[config.mk]
export PLATFORM = sky130hd
export DESIGN_NAME = ramb16_s2_march_bist
export DESIGN_NICKNAME = d
export VERILOG_FILES = /design/src/rtl/ramb16_s2_march_bist.sv
export SDC_FILE = /design/constraint.sdc
export NUM_CORES = 1
export LEC_CHECK = 0
export BUFFER_PORTS_ARGS = -buffer_cell sky130_fd_sc_hd__clkbuf_2
export CAP_MARGIN = 5
export CORE_MARGIN = 8
export CORE_UTILIZATION = 30
export DETAILED_ROUTE_END_ITERATION = 7
export SYNTH_ARGS = -nofsm -noshare
export SYNTH_HDL_FRONTEND = slang
export SYNTH_SLANG_ARGS = --single-unit
[constraint.sdc]
create_clock -name CLK -period 3.3 [get_ports CLK]
set_input_delay 0.66 -clock CLK [delete_from_list [all_inputs] [get_ports CLK]]
set_output_delay 0.66 -clock CLK [all_outputs]
set_load 0.005 [all_outputs]
[src/rtl/ramb16_s2_march_bist.sv]
// March C- self-test controller for one port of an 8192 x 2 block RAM.
// Issues one RAM op per cycle, checks each read one cycle later, and latches the first mismatch.
module ramb16_s2_march_bist #(
   parameter int                ADDR_W    = 13,
   parameter logic [ADDR_W-1:0] LAST_ADDR = 13'h1FFF
) (
   input  logic              CLK,
   input  logic              RST,
   input  logic              START,
   output logic              BUSY,
   output logic              DONE,
   output logic              PASS,
   output logic              FAIL,
   output logic [ADDR_W-1:0] FAIL_ADDR,
   output logic [2:0]        FAIL_ELEM,
   output logic [1:0]        FAIL_EXP,
   output logic [1:0]        FAIL_GOT,
   output logic [ADDR_W-1:0] RAM_ADDR,
   output logic [1:0]        RAM_DI,
   output logic              RAM_EN,
   output logic              RAM_WE,
   output logic              RAM_SSR,
   input  logic [1:0]        RAM_DO
);

   typedef enum logic [1:0] {S_IDLE, S_RUN, S_FLUSH, S_DONE} state_t;

   state_t            state, state_d;
   logic [2:0]        elem_q, elem_d;
   logic              phase_q, phase_d;
   logic              rd_pend;
   logic [1:0]        exp_q;
   logic [ADDR_W-1:0] pend_addr;
   logic [2:0]        pend_elem;

   logic              mism, last_in_elem, two_op;
   logic              busy_d, done_d, pass_d, fail_d, en_d, we_d;
   logic [ADDR_W-1:0] addr_d, fail_addr_d;
   logic [2:0]        fail_elem_d;
   logic [1:0]        di_d, fail_exp_d, fail_got_d;

   // E3 and E4 walk the array downwards; everything else walks up.
   function automatic logic is_down(input logic [2:0] e);
      return (e == 3'd3) || (e == 3'd4);
   endfunction

   assign RAM_SSR = 1'b0;

   always_comb begin
      state_d     = state;
      elem_d      = elem_q;
      phase_d     = phase_q;
      addr_d      = RAM_ADDR;
      di_d        = RAM_DI;
      en_d        = RAM_EN;
      we_d        = RAM_WE;
      pass_d      = PASS;
      fail_d      = FAIL;
      fail_addr_d = FAIL_ADDR;
      fail_elem_d = FAIL_ELEM;
      fail_exp_d  = FAIL_EXP;
      fail_got_d  = FAIL_GOT;

      mism         = rd_pend && (RAM_DO != exp_q) && ((state == S_RUN) || (state == S_FLUSH));
      last_in_elem = is_down(elem_q) ? (RAM_ADDR == '0) : (RAM_ADDR == LAST_ADDR);
      two_op       = (elem_q != 3'd0) && (elem_q != 3'd5);

      case (state)
         S_IDLE, S_DONE: begin
            if (START) begin
               state_d     = S_RUN;
               elem_d      = 3'd0;
               phase_d     = 1'b0;
               addr_d      = '0;
               di_d        = 2'b00;
               en_d        = 1'b1;
               we_d        = 1'b1;
               pass_d      = 1'b0;
               fail_d      = 1'b0;
               fail_addr_d = '0;
               fail_elem_d = 3'd0;
               fail_exp_d  = 2'b00;
               fail_got_d  = 2'b00;
            end
         end
         S_RUN: begin
            if ((elem_q == 3'd5) && last_in_elem) begin
               state_d = S_FLUSH;
               en_d    = 1'b0;
               we_d    = 1'b0;
               di_d    = 2'b00;
               addr_d  = '0;
            end else begin
               if (two_op && !phase_q) begin
                  phase_d = 1'b1;
               end else if (last_in_elem) begin
                  elem_d  = elem_q + 3'd1;
                  phase_d = 1'b0;
                  addr_d  = is_down(elem_d) ? LAST_ADDR : '0;
               end else begin
                  phase_d = 1'b0;
                  addr_d  = is_down(elem_q) ? RAM_ADDR - ADDR_W'(1) : RAM_ADDR + ADDR_W'(1);
               end
               // Odd elements write the "1" background, even ones write "0".
               en_d = 1'b1;
               we_d = (elem_d == 3'd0) || phase_d;
               di_d = we_d ? {2{elem_d[0]}} : 2'b00;
            end
         end
         S_FLUSH: begin
            state_d = S_DONE;
            pass_d  = 1'b1;
            fail_d  = 1'b0;
         end
         default: state_d = S_IDLE;
      endcase

      if (mism) begin
         state_d     = S_DONE;
         en_d        = 1'b0;
         we_d        = 1'b0;
         di_d        = 2'b00;
         addr_d      = '0;
         pass_d      = 1'b0;
         fail_d      = 1'b1;
         fail_addr_d = pend_addr;
         fail_elem_d = pend_elem;
         fail_exp_d  = exp_q;
         fail_got_d  = RAM_DO;
      end

      busy_d = (state_d == S_RUN) || (state_d == S_FLUSH);
      done_d = (state_d == S_DONE);
   end

   always_ff @(posedge CLK) begin
      if (RST) state <= S_IDLE;
      else     state <= state_d;
   end

   always_ff @(posedge CLK) begin
      if (RST) begin
         elem_q    <= 3'd0;
         phase_q   <= 1'b0;
         rd_pend   <= 1'b0;
         exp_q     <= 2'b00;
         pend_addr <= '0;
         pend_elem <= 3'd0;
         BUSY      <= 1'b0;
         DONE      <= 1'b0;
         PASS      <= 1'b0;
         FAIL      <= 1'b0;
         FAIL_ADDR <= '0;
         FAIL_ELEM <= 3'd0;
         FAIL_EXP  <= 2'b00;
         FAIL_GOT  <= 2'b00;
         RAM_ADDR  <= '0;
         RAM_DI    <= 2'b00;
         RAM_EN    <= 1'b0;
         RAM_WE    <= 1'b0;
      end else begin
         elem_q    <= elem_d;
         phase_q   <= phase_d;
         // Reads expect the complement of what their own element writes.
         rd_pend   <= (state == S_RUN) && RAM_EN && !RAM_WE;
         exp_q     <= elem_q[0] ? 2'b00 : 2'b11;
         pend_addr <= RAM_ADDR;
         pend_elem <= elem_q;
         BUSY      <= busy_d;
         DONE      <= done_d;
         PASS      <= pass_d;
         FAIL      <= fail_d;
         FAIL_ADDR <= fail_addr_d;
         FAIL_ELEM <= fail_elem_d;
         FAIL_EXP  <= fail_exp_d;
         FAIL_GOT  <= fail_got_d;
         RAM_ADDR  <= addr_d;
         RAM_DI    <= di_d;
         RAM_EN    <= en_d;
         RAM_WE    <= we_d;
      end
   end

endmodule

# Word-level counts from Yosys, hierarchy flattened
# Index checks and enable logic that the tools add are counted.
op_classes:
  reduce_logical: 31
  add_sub_neg: 3
  n_eq_ne: 18
  n_mux: 45
ops:
  columns: ["op", "n"]
  rows:
  - ["13-bit two-way mux", 8]
  - ["13-bit one-hot mux with 2 select lines", 1]
  - ["3-bit two-way mux", 8]
  - ["2-bit two-way mux", 10]
  - ["13-bit by 1-bit adder with 13-bit output (second input constant)", 1]
  - ["13-bit == test (second input constant)", 1]
  - ["13-bit logical NOT", 1]
  - ["13-bit by 1-bit subtractor with 13-bit output (second input constant)", 1]
  - ["1-bit two-way mux", 10]
  - ["1-bit one-hot mux with 2 select lines", 5]
  - ["3-bit == test (second input constant)", 3]
  - ["3-bit != test (second input constant)", 3]
  - ["2-bit == test (second input constant)", 4]
  - ["2-bit AND reduction", 4]
  - ["2-bit nonzero test", 4]
  - ["1-bit logical AND", 7]
  - ["3-bit by 2-bit == test with 1-bit output (second input constant)", 2]
  - ["2-bit one-hot mux with 3 select lines", 1]
  - ["3-bit one-hot mux with 2 select lines", 1]
  - ["3-bit AND reduction", 2]
  - ["3-bit nonzero test", 2]
  - ["1-bit logical OR", 5]
  - ["2-bit by 1-bit == test with 1-bit output (second input constant)", 2]
  - ["2-bit != test (second input constant)", 2]
  - ["7 further kinds", 9]
word_totals:
  register_bits: 66
  inputBits: 5

# Logic depth before layout (Yosys ltp)
# Gate-level depths: netlist (run 1).
depth:
  ltp_word: 12
  mapped_depth: 11
  depth_no_buf: 11

# Worst setup path after synthesis (run 1)
# OpenSTA, ideal clock, no wires.
synth_timing:
  path_type: "register to register"
  from: "reg elem_q[0]"
  to: "reg RAM_ADDR[10]"
  synth_period_minus_slack_ps: 2822
  path_buffers: 0
  t_arrival_ps: 2737
  setup_ps: 86
  path_stages_with_launch: 11
  path_slack_ps: 478
  cell_sequence: "dfxtp_1 inv_1 ha_1 mux2_4 ha_1 nor2b_1 o31a_1 o221a_2 o41ai_1 xor2_1 a211oi_1"
synth_between:
  elab_chain_cells: 8
synth_rtl:
  columns: ["item", "line", "rtl"]
  rows:
  - ["start: declaration", "29", "logic [2:0] elem_q, elem_d;"]
  - ["start signal: assignment", "162", "elem_q <= elem_d;"]
  - ["3-bit by 1-bit adder with 3-bit output", "97", "elem_d = elem_q + 3'd1;"]
  - ["3-bit by 2-bit == test with 1-bit output / 3-bit == test (equally long branches)", "44", "return (e == 3'd3) || (e == 3'd4);"]
  - ["1-bit logical OR", "44", null]
  - ["13-bit two-way mux", "99", "addr_d = is_down(elem_d) ? LAST_ADDR : '0;"]
  - ["13-bit two-way mux", "96", "end else if (last_in_elem) begin"]
  - ["13-bit two-way mux", "94", "if (two_op && !phase_q) begin"]
  - ["13-bit two-way mux", "87", "if ((elem_q == 3'd5) && last_in_elem) begin"]
  - ["13-bit one-hot mux with 2 select lines", "68", "case (state)"]
  - ["end signal: assignment", "177", "RAM_ADDR <= addr_d;"]
  - ["end: declaration", "18", "output logic [ADDR_W-1:0] RAM_ADDR,"]
# Parallel ways exist; a longest one is shown, timed or not. The select of a mux whose other input is x is not followed.
# A chain may end at the register's enable or synchronous reset.

# Worst setup path after layout (run 1)
# Ends and elaborated chain as after synthesis.

==> results of run 1 <==
## placed cells by master, fill, tap and decap left out, drive strengths merged, types with 18 or more instances in the layout
cell type / netlist / routed
o21ai: 18 / 18
ha: 19 / 19
nor2: 43 / 43
a22oi: 22 / 22
nand2: 19 / 19
dfxtp: 63 / 63
a21oi: 21 / 21
nor2b: 20 / 20
clkbuf: 14 / 55
## final timing paths
check	startpoint	to	slack, ps	cells past startpoint
worst max-delay path	elem_q[0]	RAM_ADDR[10]	230	10
worst min-delay path	pend_addr[5]	FAIL_ADDR[5]	480	2
worst max register to register	elem_q[0]	RAM_ADDR[10]	230	10
worst min register to register	pend_addr[5]	FAIL_ADDR[5]	480	2
## Yosys cell counts, types with 3 or more instances
cell	number
a211oi_1	3
a21o_1	3
a21oi_1	21
a22oi_1	22
and3_1	3
buf_4	3
clkbuf_1	14
dfxtp_1	63
ha_1	19
inv_1	11
mux2i_1	5
nand2_1	19
nand3_1	6
nand4_1	3
nor2_1	43
nor2b_1	20
nor3_1	11
o211ai_1	3
o21a_1	6
o21ai_0	17
xnor2_1	6
## per-layer routing
| layer | track usage | part of all wire |
|---|---|---|
| met1 | 0.134 | 0.47 |
| met2 | 0.178 | 0.46 |
| met3 | 0.0379 | 0.058 |
| met4 | 0.0456 | 0.018 |
| met5 | 0 | 0 |
## logic make-up after synthesis
logic type,after synthesis,synth area share
simple gates,122,0.195
compound gates,97,0.218
flops,63,0.404
buf+inv,32,0.0477
fa+ha+maj,20,0.0825
mux,9,0.0329
xor+xnor,7,0.0196
other cells,1,0.00120
## critical path: cells and delay by family, from the launching register on
family | cells | cell delay [ps]
AOI/OAI and AO/OA | 4 | 1090
xor gates and xnor gates | 1 | 120
adders and majority gates | 2 | 640
buffers and inverters | 1 | 160
DFF | 1 | 440
muxes | 1 | 380
and+or+nand+nor | 1 | 160
## metrics by stage
stage	setup slack, ps	utilization	std cells
after floorplan	478	-	351
after global placement	264	0.339	516
after detailed placement	184	0.339	516
after CTS	133	0.357	532
after global routing	8.36	0.358	532
final	230	0.358	532
## power breakdown
part	switching, mW	leakage (nW)	internal, mW
clock	0.311	0.0960	0.346
sequential	0.0115	0.509	0.775
combinational	0.112	0.918	0.0588
## registers in the layout, summed over array words and instances, names as in the netlist, 2 cells and up
register / count
elem_q: 3
state: 2
pend_elem: 3
RAM_ADDR: 13
pend_addr: 13
FAIL_ADDR: 13
FAIL_GOT: 2
FAIL_ELEM: 3
## area by class of cell
class	count	area (µm²)	share of cell area
clock buffer	10	128	0.0349
inverter	11	41.3	0.0113
tap	136	170	0.0465
sequential	63	1260	0.345
clock inverter	6	61.3	0.0168
timing repair buffer	50	263	0.0718
multi-input combinational	256	1740	0.474
## what timing repair did
item,in CTS,in global routing
resized for setup,0,1
buffers inserted,0,0
endpoints found under the setup margin,0,1
endpoints found under the hold margin,0,0
==> run summary, run 1 <==
Status - finished, final reports clean
Die X - 118 µm
Initial detailed-routing violation count - 156
Clock network latency to the later pin of the worst-skew pair - 350 ps
Kind of path behind the tightest hold check - reg2reg
RD Place Congestion - 0.898
Overall global routing resource usage - 0.111
Number of H-tree levels - 3
Antenna diodes - 0
Cells along the critical path - inv_1 > ha_1 > mux2_4 > ha_1 > nor2b_1 > o31a_1 > o221a_2 > o41ai_2 > xor2_1 > a211oi_1
Number of synthesized flops with an enable pin - 0
CTS tree - done
Number of register bits inferred by synthesis - 63
Final worst clock skew - 9.91 ps
Instance count of the mapped netlist - 351
Critical-path cell with the highest stage delay - dfxtp_1
Worst-case headroom to the max-slew limit - 0.578
Share of the yosys chip area belonging to registers - 0.404
Layout-stage area growth over the synthesis result - 17.2%
Leftover overflow at the end of global routing - 0
Number of hold violations in the final report - 0
Total wire length after detailed routing - 7770 µm
Die area - 0.0139 mm²
Setup TNS - 0 ps
Final design instance area without fill - 0.00366 mm²
Arrival time of data at the critical path endpoint - 3330 ps
Total power divided by cell area - 441 mW/mm²
Final count of pins violating max slew - 0
Sink count of the clock tree - 63
Global-route wire length before repair - 12700 µm
Tightest hold margin - 484 ps
Maximum single-stage delay on the critical path - 440 ps
Via/cell ratio - 5.06
Final cycle utilization of the critical path - 0.930
TritonCTS buffer count - 9
Final critical path time including I/O delays and setup - 3070 ps
Clock-pin slew on the worst setup and hold paths - 70 ps
Cell row count - 37
Required time of the worst setup path - 3560 ps
Final total power - 1.61 mW
Post-Syn Nets - 376
Vias after detailed routing - 2691
Fraction of final layout cells sized beyond drive strength 1 - 0.199
Count of TritonRoute iterations in the first routing pass - 6
LEAKAGE - 1.52 nW
Top cell type by total area after synthesis - dfxtp_1
Dominant cells by area after synthesis - dfxtp_1 (40%), ha_1 (7.6%), a22oi_1 (5.3%)
Kind of end point of the critical path - flop
Mean Syn Cell Area - 8.90 µm²
Area after detailed placement - 0.00346 mm²
Port-buffer cells - 45
Netlist Area Pre-Place - 0.00312 mm²
DP HPWL - 5630 µm
Total core area - 0.0102 mm²
Post-route DRC - 0
Ports placed on the boundary - 47
Layout Nets - 416
DR WL/cell - 14.6 µm
Worst-path maximum fanout - 15
Classification of the worst setup path - reg2reg
Number of filler cells placed in the layout - 1040
CTS root buffer - clkbuf_8
Nature of the critical path startpoint - flop
Count of unique library cells instantiated by Yosys - 59
Height of the die - 118 µm
Area share of the largest cell type after synthesis - 0.404
Number of buffers added to fix hold violations after cts - 0
Pin count of the biggest net entering global routing - 27
Most Frequent Cell on Critical Path - ha_1
Most instantiated flip-flop cell in the synthesis netlist - dfxtp_1
Count of antenna-violating nets left after detailed routing - 0
Maxcap violations - 0
Initial antenna violation count - 0
Largest buffer count on any clock path - 2
Synth warn - 0
Max frequency - 0.326 GHz
Transition time at the pin with the least slew margin - 633 ps
Starting density of the core - 0.305
Final setup violation count - 0
Unrepaired setup endpoints after global routing - false
Worst supply voltage drop on vdd - 0.176 mV
Via count of the first global-routing pass - 2513
Ys async rst share - 0
Note: power is estimated with default switching activity, not from simulation.
==> inputs of run 2 (changes only) <==
BUFFER_PORTS_ARGS = -buffer_cell sky130_fd_sc_hd__buf_2   (was -buffer_cell sky130_fd_sc_hd__clkbuf_2)
clock period = 3.21 ns   (was 3.3 ns; I/O delays follow)
==> run summary, run 2 (synthesis gave the netlist of run 1 again) <==
Status - finished, final reports clean
Count of antenna-violating nets left after detailed routing - 0 (unchanged)
Required time of the worst setup path - 3460 ps (-100 ps)
Starting density of the core - 0.305 (unchanged)
Pin count of the biggest net entering global routing - 29 (+7.4%)
Registers with the most flip-flops - FAIL_ADDR (13), RAM_ADDR (13), pend_addr (13)
Arrival time of data at the critical path endpoint - 3200 ps (-130 ps)
Total wire length after detailed routing - 7620 µm (-1.9%)
Overall global routing resource usage - 0.112 (+0.000751)
Launch point of the worst hold path - pend_addr[12]
DP HPWL - 5600 µm (-0.66%)
Final cycle utilization of the critical path - 0.919 (-0.0113)
Worst reg-to-reg setup slack - 260 ps (+30 ps)
Family of cells with the greatest summed delay on the critical path - compound AO/OA/AOI/OAI gates
Clock network latency to the later pin of the worst-skew pair - 340 ps (about the same)
Number of hold violations in the final report - 0 (unchanged)
Most Frequent Cell on Critical Path - ha_1
Worst-case headroom to the max-slew limit - 0.594 (+0.0160)
Cell row count - 37 (unchanged)
Multi-input gate area - 0.00174 mm² (+0.36%)
Maximum single-stage delay on the critical path - 430 ps (about the same)
Classification of the worst setup path - reg2reg
Post-route DRC - 0 (unchanged)
Initial antenna violation count - 0 (unchanged)
Die X - 118 µm (unchanged)
Largest buffer count on any clock path - 2 (unchanged)
Count of TritonRoute iterations in the first routing pass - 4 (-2)
Max frequency - 0.339 GHz (+4.1%)
Ports placed on the boundary - 47 (unchanged)
Transition time at the pin with the least slew margin - 609 ps (-24.0 ps)
Vias after detailed routing - 2648 (-1.6%)
Cells along the critical path - inv_1 > ha_1 > mux2_4 > ha_1 > nor2b_1 > o31a_1 > o221a_2 > o41ai_2 > xor2_1 > a211oi_1
Maxcap violations - 0 (unchanged)
DR WL/cell - 14.3 µm (-2.1%)
Placed insts - 517 (+0.19%)
Height of the die - 118 µm (unchanged)
Area taken by flip-flops and latches - 0.00126 mm² (unchanged)
Port-buffer cells - 45 (unchanged)
Critical-path cell with the highest stage delay - dfxtp_1
RD Place Congestion - 0.901 (+0.29%)
Final critical path time including I/O delays and setup - 2950 ps (-120 ps)
Worst-path maximum fanout - 15 (unchanged)
Unrepaired setup endpoints after global routing - false
Length in cells of the worst reg-to-reg path - 10 (unchanged)
TritonCTS buffer count - 9 (unchanged)
WHS Path Cells - 2 (unchanged)
Final worst clock skew - 7.65 ps (-2.26 ps)
Most common cell after layout, fill and taps aside - dfxtp_1
Layout-stage area growth over the synthesis result - 19.0%
Sink count of the clock tree - 63 (unchanged)
Initial detailed-routing violation count - 172 (+10%)
Number of filler cells placed in the layout - 1031 (-0.87%)
CTS root buffer - clkbuf_8
Reg2Reg Capture Point - RAM_ADDR[10]
Count of buffering cells on the critical path with inverters included - 1 (unchanged)
Via count of the first global-routing pass - 2586 (+2.9%)
CTS tree - done
Fraction of final layout cells sized beyond drive strength 1 - 0.207 (+0.00705)
Final cell count without fillers - 533 (+0.19%)
Worst supply voltage drop on vdd - 0.190 mV (+7.9%)
Die area - 0.0139 mm² (unchanged)
Nature of the critical path startpoint - flop
Clock-pin slew on the worst setup and hold paths - 70 ps (about the same)
Total core area - 0.0102 mm² (unchanged)
End point of the worst hold path - FAIL_ADDR[12]
Critical R2R Launch - elem_q[0]
Number of setup buffers added after CTS - 0 (unchanged)
LEAKAGE - 1.58 nW (+3.6%)
Setup TNS - 0 ps (unchanged)
Layout Nets - 417 (+0.24%)
Most frequent cells in the layout - dfxtp_1 (63), buf_2 (45), nor2_1 (43)
Antenna diodes - 0 (unchanged)
Number of H-tree levels - 3 (unchanged)
Via/cell ratio - 4.97 (-1.8%)
Final count of pins violating max slew - 0 (unchanged)
Kind of end point of the critical path - flop
Final setup violation count - 0 (unchanged)
Total power divided by cell area - 475 mW/mm² (+7.7%)
Kind of path behind the tightest hold check - reg2reg
Global-route wire length before repair - 12900 µm (+1.5%)
Leftover overflow at the end of global routing - 0 (unchanged)
-- run 2: cell types whose count changed in the layout (fill, tap and decap cells not counted) --
cell / before / now
bufinv_16: 1 / 2
a2111oi_0: 2 / 1
clkbuf_2: 45 / 0
clkinvlp_4: 1 / 2
inv_6: 0 / 1
a2111oi_2: 0 / 1
clkbuf_8: 9 / 10
clkinv_2: 3 / 0
buf_2: 0 / 45
buf_4: 5 / 6
clkbuf_1: 1 / 0
-- run 2: what timing repair did --
action	CTS	global route
endpoints found under the setup margin	0	3
hold buffers	0	0
resized for setup	0	3
-- run 2: through the flow --
step / utilization / hold WS (ps) / setup WS, ps / cell area (µm²) / power [mW]
final: 0.363 / 482 / 260 / 3710 / 1.76
after global routing: 0.363 / 508 / 52.5 / 3710 / 1.85
after CTS: 0.362 / 487 / 112 / 3700 / 1.79
after detailed placement: 0.339 / 469 / 127 / 3470 / 0.999
after global placement: 0.339 / 462 / 252 / 3470 / 0.999
after floorplan: - / 445 / 388 / 3120 / 0.950
-- run 2: where the power goes --
group	internal (mW)	switching (mW)
registers	0.797	0.0110
logic	0.0605	0.114
clock network	0.462	0.320
-- run 2: worst max-delay path by stage --
stage	startpoint	endpoint	slack, ps	depth (start not counted)
6_report	elem_q[0]	RAM_ADDR[10]	260	10
5_1_grt	elem_q[0]	RAM_ADDR[11]	50	10
4_1_cts	elem_q[0]	RAM_ADDR[10]	110	10
3_5_place_dp	elem_q[0]	RAM_ADDR[10]	130	10
3_3_place_gp	elem_q[0]	RAM_ADDR[10]	250	10
2_1_floorplan	elem_q[0]	RAM_ADDR[10]	390	10
-- run 2: area by class of cell --
type,count,area share
Multi-Input combinational cell,256,0.469
Clock buffer,10,0.0370
Inverter,11,0.0111
Sequential cell,63,0.340
Tap cell,136,0.0458
Clock inverter,6,0.0249
Timing Repair Buffer,51,0.0728
-- run 2: per-layer routing --
metal	routed length, µm	up-vias	global-route usage
li1	-	1344	-
met1	3530	1223	0.132
met2	3460	66	0.179
met3	434	15	0.0360
met4	199	0	0.0544
met5	0	-	0
-- run 2: worst register-to-register path: stages, from the launching register on --
cell and delay, ps:
dfxtp_1 430, inv_1 90, ha_1 260, mux2_4 380, ha_1 360, nor2b_1 170
o31a_1 290, o221a_2 300, o41ai_2 280, xor2_1 120, a211oi_1 210
